==> config.mk <==
export PLATFORM = sky130hd
export DESIGN_NAME = cla_multiword_seq
export DESIGN_NICKNAME = d
export VERILOG_FILES = /design/src/rtl/cla_pkg.sv /design/src/rtl/gen_cla_decomposed.sv /design/src/rtl/cla_multiword_seq.sv
export SDC_FILE = /design/constraint.sdc
export NUM_CORES = 1
export LEC_CHECK = 0
export CORE_ASPECT_RATIO = 0.9
export CORE_UTILIZATION = 50
export DETAILED_ROUTE_END_ITERATION = 7
export PLACE_DENSITY = 0.8
export SKIP_LAST_GASP = 1
export SLEW_MARGIN = 30
export SYNTH_ARGS = -nofsm -noshare
export SYNTH_HDL_FRONTEND = slang
export SYNTH_SLANG_ARGS = --single-unit
==> constraint.sdc <==
create_clock -name clk -period 4.1 [get_ports clk]
set_input_delay 1.23 -clock clk [delete_from_list [all_inputs] [get_ports clk]]
set_output_delay 1.23 -clock clk [all_outputs]
set_load 0.03 [all_outputs]
==> src/rtl/cla_pkg.sv <==
// Shared definitions for the multi-word CLA sequencer: default slice width,
// sequencer state encoding and a word-slice extraction helper.
package cla_pkg;

    localparam int NBIT_DEF = 7;

    // Widest operand the slice helper handles (16 words of up to 16 bits).
    localparam int MAXW = 256;

    typedef enum logic [1:0] {
        IDLE = 2'd0,
        RUN  = 2'd1,
        DONE = 2'd2
    } state_t;

    // Returns word idx (nbit wide) of v, right-aligned and zero-extended.
    function automatic logic [MAXW-1:0] slice_of(input logic [MAXW-1:0] v,
                                                 input int idx,
                                                 input int nbit);
        logic [MAXW-1:0] mask;
        mask = (MAXW'(1) << nbit) - MAXW'(1);
        return (v >> (idx * nbit)) & mask;
    endfunction

endpackage

==> src/rtl/gen_cla_decomposed.sv <==
// NBIT-bit carry-lookahead adder. Per-bit generate/propagate terms; every
// carry is formed directly from those terms rather than rippled.
module gen_cla_decomposed
    import cla_pkg::*;
#(
    parameter int NBIT = NBIT_DEF
) (
    input  logic [NBIT-1:0] a,
    input  logic [NBIT-1:0] b,
    input  logic            cin,
    output logic [NBIT:0]   s
);

    logic [NBIT-1:0] g;
    logic [NBIT-1:0] p;
    logic [NBIT:0]   c;

    assign g = a & b;
    assign p = a ^ b;

    // c[i] = OR over j<i of (g[j] & p[j+1..i-1]), plus cin & p[0..i-1]
    always_comb begin
        logic acc;
        logic term;
        c    = '0;
        acc  = 1'b0;
        term = 1'b0;
        c[0] = cin;
        for (int i = 1; i <= NBIT; i++) begin
            term = cin;
            for (int j = 0; j < i; j++) term = term & p[j];
            acc = term;
            for (int j = 0; j < i; j++) begin
                term = g[j];
                for (int k = j + 1; k < i; k++) term = term & p[k];
                acc = acc | term;
            end
            c[i] = acc;
        end
    end

    assign s = {c[NBIT], p ^ c[NBIT-1:0]};

endmodule

==> src/rtl/cla_multiword_seq.sv <==
// Wide adder built from one shared NBIT-bit CLA, stepped one word per clock
// LSW first, with the inter-word carry held in a register. Valid/ready on
// both sides; a retiring result and a new request may share one cycle.
module cla_multiword_seq
    import cla_pkg::*;
#(
    parameter int NBIT   = NBIT_DEF,
    parameter int NWORDS = 4
) (
    input  logic                   clk,
    input  logic                   rst_n,
    input  logic                   in_valid,
    output logic                   in_ready,
    input  logic [NWORDS*NBIT-1:0] a_in,
    input  logic [NWORDS*NBIT-1:0] b_in,
    input  logic                   c_in,
    output logic                   out_valid,
    input  logic                   out_ready,
    output logic [NWORDS*NBIT-1:0] sum,
    output logic                   c_out,
    output logic                   busy
);

    localparam int W  = NWORDS * NBIT;
    localparam int CW = $clog2(NWORDS);

    state_t          state, state_nxt;
    logic [W-1:0]    a_reg, b_reg;
    logic            carry;
    logic [CW-1:0]   cnt;
    logic            last;
    logic            accept;
    logic [NBIT-1:0] a_sl, b_sl;
    logic [NBIT:0]   s;

    assign last   = (cnt == CW'(NWORDS - 1));
    assign accept = in_valid && in_ready;

    // Word muxes feeding the shared adder
    always_comb begin
        a_sl = NBIT'(slice_of(MAXW'(a_reg), int'(cnt), NBIT));
        b_sl = NBIT'(slice_of(MAXW'(b_reg), int'(cnt), NBIT));
    end

    gen_cla_decomposed #(.NBIT(NBIT)) u_cla (
        .a   (a_sl),
        .b   (b_sl),
        .cin (carry),
        .s   (s)
    );

    // State register
    always_ff @(posedge clk or negedge rst_n) begin
        if (!rst_n) state <= IDLE;
        else        state <= state_nxt;
    end

    // Next-state: DONE chains straight into RUN when a new request is waiting
    always_comb begin
        state_nxt = state;
        case (state)
            IDLE:    if (in_valid) state_nxt = RUN;
            RUN:     if (last)     state_nxt = DONE;
            DONE:    if (out_ready) state_nxt = in_valid ? RUN : IDLE;
            default: state_nxt = IDLE;
        endcase
    end

    // Handshake and status outputs decoded from the state register
    always_comb begin
        in_ready  = 1'b0;
        out_valid = 1'b0;
        busy      = 1'b0;
        case (state)
            IDLE: in_ready = 1'b1;
            RUN:  busy     = 1'b1;
            DONE: begin
                out_valid = 1'b1;
                in_ready  = out_ready;
            end
            default: ;
        endcase
    end

    // Operand capture, per-word sum write-back, carry and counter stepping
    always_ff @(posedge clk or negedge rst_n) begin
        if (!rst_n) begin
            a_reg <= '0;
            b_reg <= '0;
            carry <= 1'b0;
            cnt   <= '0;
            sum   <= '0;
            c_out <= 1'b0;
        end else if (accept) begin
            a_reg <= a_in;
            b_reg <= b_in;
            carry <= c_in;
            cnt   <= '0;
        end else if (state == RUN) begin
            for (int w = 0; w < NWORDS; w++)
                if (cnt == CW'(w)) sum[w*NBIT +: NBIT] <= s[NBIT-1:0];
            carry <= s[NBIT];
            if (last) begin
                c_out <= s[NBIT];
                cnt   <= '0;
            end else begin
                cnt <= cnt + CW'(1);
            end
        end
    end

endmodule

==> key figures, run 1 <==
Clock network
  • Clk buf depth: 2
  • Htree depth: 3
  • Post-cts sizing count: 0
  • Hold_buf cts: 0
  • CTS clk-pin slew, worst paths: 0.08 ns
  • TritonCTS Sinks: 90
  • Postcts setup bufs: 0
  • CTS Buf Count: 9
  • Clk_lat worst skew: 0.36 ns
  • Root buffer cell: clkbuf_8
  • CTS tree: yes

Detailed routing
  • Routed WL per cell: 16.1 µm
  • Post-Route WL: 7820 µm
  • # DRC: 0
  • First-pass iteration count of the detailed router: 4
  • Drt initial violations: 92
  • Vias/cell: 5.32
  • Routed Antenna Nets: 0
  • Via count: 2,581

Worst setup path
  • Crit Path Class: in2out
  • Arrival time worst endpoint: about 2.6 ns
  • Crit-path max cell delay: 0.59 ns
  • Startpoint types: input port
  • Most frequent CP cell: clkdlybuf4s50_1
  • CP Cell Sequence: clkdlybuf4s50_1, nor2b_1, nor2_1, clkdlybuf4s50_1
  • Worst path slowest cell: clkdlybuf4s50_1
  • Data required, critical path: around 2.9 ns
  • CP max FO: 3
  • Setup crit end kind: primary output

Synth
  • Post-synth top flop: dfrtp_1
  • YS warnings: 0
  • Flops & latches, synth: 90
  • Top-count cell post-synth: dfrtp_1
  • Async SR Flop Fraction: 100%
  • Synth area leader: dfrtp_1
  • Mapped cell area: 4070 µm²
  • Synth Area per Inst: ~14 µm²
  • Commonest cells in the netlist: dfrtp_1, mux2_1, nand2_1, o21ai_1, mux4_2
  • Compound-Gate Fraction of Synth Area: 5.47%
  • Simple-Gate Fraction of Synth Area: 5.16%
  • Xor/xnor share of the synthesized area: 1.08%
  • Synthesized-area fraction occupied by adder cells: 4.18%
  • Synth top area share: 55.3%
  • Part of the Yosys area used for sequential elements: 55.3%
  • Synthesized instance count: 292
  • Largest family of logic cells by synthesized area: multiplexers
  • Post-synth EDFFs: 0
  • Largest cells by area after synthesis: dfrtp_1, mux2_1, mux4_2
  • Post-synthesis mux area share: 25.3%
  • Synth unique cells: 30
  • Syn Nets: around 370

GRT
  • Largest net degree at the start of global routing: 91
  • GRT overflow: 0
  • Vias in the first global route: 2,688
  • Gr usage total: 19.9%
  • Initial antenna violation count: 0
  • First-pass GRT wire length: 13,000 µm

Place
  • DP Worst Slack: 0.263 ns
  • Global placer's final weighted congestion: between 0.7 and 0.8
  • Hpwl dp: 5680 µm
  • I/O Buffers: 92

Floorplan
  • IO Count: 93
  • Chip height: 87.6 µm
  • CORE AREA: 7690 µm²
  • DIE AREA: approximately 8500 µm²
  • Initial Utilization: 52.9%
  • DIE WIDTH: around 100 µm
  • Rows: 30

STA
  • RSZ-0062 raised after global routing: no
  • Slew headroom: a little under half
  • Hold Vio Cnt, Final: 0
  • Max Fclk: 261 MHz
  • Count of final setup violators: 0
  • Setup ws final: 0.265 ns
  • Setup_tns: 0 ns
  • Worst Tran Pin Value: 0.817 ns
  • Period utilisation layout: 93.5%
  • Final Slew Violations: 0
  • Clk_skew: 0.00965 ns
  • Min Tclk post-route: approximately 3.8 ns

Power and ir drop
  • Leakage: ~2.3 nW
  • P per Cell Area: between 900 and 1000 nW/µm²
  • VDD IR-drop max: 0.000439 V

Run status
  • Outcome: finished clean

Cells and area
  • N_diodes: 0
  • Final net count: 458
  • Share of layout cells above drive strength 1: 11.1%
  • P&R area growth vs syn: 30.5%

Hold path
  • Hold Path Class: reg2reg

Flow run
  • MaxCap Viol Count: 0
==> critical path: cells and delay by family <==
family	cells	cell delay [ns]
simple gates	2	0.34
buf+inv	2	1.03
==> through the flow <==
stage                     area [µm²]  total power [mW]  util (%)  hold WS (ns)  std cells
final                           5320              5.15      69.1         0.486        485
after global routing            5320              5.51      69.1         0.503        485
after CTS                       5320              5.19      69.1         0.491        485
after detailed placement        5040              4.37      65.5         0.471        469
after global placement          5040              4.27      65.5         0.462        469
after floorplan                 4070              3.56         -         0.452        292
==> layout by cell type, fill, tap and decap left out, types with 6 or more instances in the layout <==
master	n
a21oi_1	6
mux4_2	14
mux2_1	57
clkbuf_8	10
clkdlybuf4s50_1	91
nor2_1	6
nand2_1	31
o21ai_1	20
ha_1	12
dfrtp_1	90
==> worst paths after layout <==
path / start / endpoint / slack (ns) / depth (start not counted)
max: out_ready / in_ready / 0.27 / 4
min: a_reg[25]$_DFFE_PN0P_ / a_reg[25]$_DFFE_PN0P_ / 0.49 / 1
max reg2reg: cnt[0]$_DFFE_PN0P_ / sum[6]$_DFFE_PN0P_ / 1.13 / 8
min reg2reg: a_reg[25]$_DFFE_PN0P_ / a_reg[25]$_DFFE_PN0P_ / 0.49 / 1
max in group asynchronous: rst_n / a_reg[20]$_DFFE_PN0P_ / 2.61 / 1
min in group asynchronous: rst_n / sum[21]$_DFFE_PN0P_ / 0.90 / 1
==> power by group <==
part | total, mW | switching, mW | internal [mW]
combinational | 2.76 | 1.52 | 1.24
clock | 0.794 | 0.309 | 0.485
sequential | 1.60 | 0.248 | 1.35
total | 5.15 | 2.08 | 3.07
==> per-layer routing <==
| layer | routed length (µm) | vias up | global-route usage (%) |
|---|---|---|---|
| met5 | 0 | - | 0 |
| met4 | 74 | 0 | 4.88 |
| met3 | 434 | 6 | 6.70 |
| met2 | 3740 | 73 | 32.3 |
| met1 | 3570 | 1277 | 26.3 |
| li1 | - | 1225 | - |
==> layout make-up <==
type                    count  area (µm²)
repair buffers             96         965
multi-input cells         182        1690
well taps                  96         120
fillers                   539        2380
inverters                   5        18.8
clock inverters             6         136
clock buffers              10         138
flip-flops and latches     90        2250
==> cell families after synthesis <==
logic type,Yosys count
flops,90
buf+inv,20
fa+ha+maj,13
mux,78
simple gates,48
xor+xnor,5
compound gates,38
No activity file was read; power rests on OpenSTA's default activity.
==> run 2, diff against run 1 <==
CORE_UTILIZATION = 24   (was 50)
PLACE_DENSITY = not set   (was 0.8)
clock period = 3.2 ns   (was 4.1 ns; I/O delays follow)
==> run 2 against run 1 <==
Effect of this change: die area up 110%; highest routed layer unchanged; register-to-register slack worse by 0.82 ns; flip-flop and latch count unchanged; sequential power up 29%; worst setup slack better by 0.041 ns; clock skew up 0.0014 ns; critical path depth down 1; critical path type is now reg2out; final cell count up 23%; non-clock buffer count up 4; total power up 29%; wire length up 16%.
==> key figures, run 2 (synthesis results as in run 1) <==
STA
  • Hold Vio Cnt, Final: 0
  • Setup ws final: 0.306 ns
  • Final Slew Violations: 0
  • Slew headroom: 58.3%
  • Max Fclk: around 350 MHz
  • Setup_tns: 0 ns
  • Period utilisation layout: 90.4%
  • Count of final setup violators: 0
  • Worst Tran Pin Value: 0.626 ns
  • Clk_skew: 0.0110 ns
  • Min Tclk post-route: 2.89 ns
  • RSZ-0062 raised after global routing: no

Cells and area
  • Final instance area: between 5000 and 6000 µm²
  • Final net count: 462
  • Fillers: 1,596
  • N_diodes: 0
  • Share of layout cells above drive strength 1: 11.5%
  • Most frequent cells in the layout: dfrtp_1, clkdlybuf4s50_1, mux2_1, nand2_1, o21ai_1
  • P&R area growth vs syn: 34.5%

Floorplan
  • DIE WIDTH: 139 µm
  • CORE AREA: 16,400 µm²
  • Rows: 44
  • DIE AREA: 17,500 µm²
  • IO Count: 93
  • Initial Utilization: 24.9%
  • Chip height: 126 µm

Place
  • DP Worst Slack: between 0.2 and 0.3 ns
  • I/O Buffers: 92
  • Hpwl dp: 6970 µm
  • Placed cell area: around 5200 µm²
  • Global placer's final weighted congestion: 0.703

Worst setup path
  • Crit-path max cell delay: 0.73 ns
  • Crit Path Class: reg2out
  • Worst path slowest cell: clkdlybuf4s50_1
  • Data required, critical path: 2.24 ns
  • CP max FO: 13
  • Setup crit end kind: primary output
  • Arrival time worst endpoint: 1.93 ns
  • Startpoint types: flop
  • CP Cell Sequence: nand2b_1, inv_2, clkdlybuf4s50_1

Power and ir drop
  • P per Cell Area: 1210 nW/µm²
  • Leakage: 2.29 nW
  • VDD IR-drop max: 0.000536 V

Clock network
  • Clk_lat worst skew: 0.34 ns
  • Post-cts sizing count: 0
  • Root buffer cell: clkbuf_16
  • TritonCTS Sinks: 90
  • Htree depth: 3
  • Hold_buf cts: 0
  • Postcts setup bufs: 0
  • CTS Buf Count: 9
  • CTS clk-pin slew, worst paths: 0.06 ns
  • Clk buf depth: 2
  • CTS tree: yes

Detailed routing
  • Via count: around 2,600
  • Vias/cell: 4.32
  • First-pass iteration count of the detailed router: 4
  • Routed WL per cell: 15.2 µm
  • Drt initial violations: about 60
  • Post-Route WL: between 9000 and 10,000 µm
  • # DRC: 0
  • Routed Antenna Nets: 0

GRT
  • GRT overflow: 0
  • Initial antenna violation count: 0
  • First-pass GRT wire length: roughly 15,000 µm
  • Gr usage total: between 10% and 20%
  • Vias in the first global route: 2,728
  • Largest net degree at the start of global routing: 61

Run status
  • Outcome: finished clean

Hold path
  • Hold Path Class: reg2reg

Flow run
  • MaxCap Viol Count: 0
[run 2: changes by cell type in the layout (fill, tap and decap cells not counted)]
cell             delta
clkbuf_1            +1
clkinv_2            +2
clkbuf_8            -9
clkdlybuf4s50_1     -1
inv_6               -1
buf_6               -1
clkbuf_16           +9
bufinv_16           -4
buf_4               +5
buf_12              +1
[run 2: final cells by class]
class / instances / area (µm²) / share of cell area [%]
sequential: 90 / 2250 / 41.1
tap: 207 / 259 / 4.73
clock inverter: 3 / 17.5 / 0.320
timing repair buffer: 100 / 1000 / 18.3
multi-input combinational: 182 / 1690 / 30.8
clock buffer: 11 / 243 / 4.43
inverter: 5 / 18.8 / 0.343
[run 2: per-stage QoR]
step	hold WS [ns]	util [%]	total power, mW	cells
after floorplan	0.452	-	4.56	292
after global placement	0.463	31.9	5.67	584
after detailed placement	0.474	31.9	5.78	584
after CTS	0.488	33.5	6.76	598
after global routing	0.500	33.5	7.19	598
final	0.480	33.5	6.65	598
[run 2: path summary, 6_finish.rpt]
kind | to | slack, ns | start | cells past startpoint
max | busy | 0.31 | state[1]$_DFFE_PN0P_ | 3
min in group asynchronous | a_reg[16]$_DFFE_PN0P_ | 0.64 | rst_n | 1
min | a_reg[2]$_DFFE_PN0P_ | 0.48 | a_reg[2]$_DFFE_PN0P_ | 1
max in group asynchronous | sum[9]$_DFFE_PN0P_ | 1.79 | rst_n | 2
min reg2reg | a_reg[2]$_DFFE_PN0P_ | 0.48 | a_reg[2]$_DFFE_PN0P_ | 1
max reg2reg | sum[13]$_DFFE_PN0P_ | 0.31 | cnt[0]$_DFFE_PN0P_ | 8
[run 2: critical path, delay by kind of cell, from the launching register on]
family                 cells  cell delay (ns)
and+or+nand+nor            1             0.24
buffers and inverters      2             0.96
DFF                        1             0.39
[run 2: layer usage]
layer	routed length [µm]	vias up	track usage, %
li1	-	1237	-
met1	4450	1266	15.7
met2	3980	69	16.6
met3	564	11	4.14
met4	111	0	3.73
met5	0	-	0
[run 2: power by group]
part / switching, mW / internal (mW) / total (mW)
registers: 0.340 / 1.73 / 2.07
logic: 2.01 / 1.62 / 3.63
clock network: 0.418 / 0.536 / 0.954
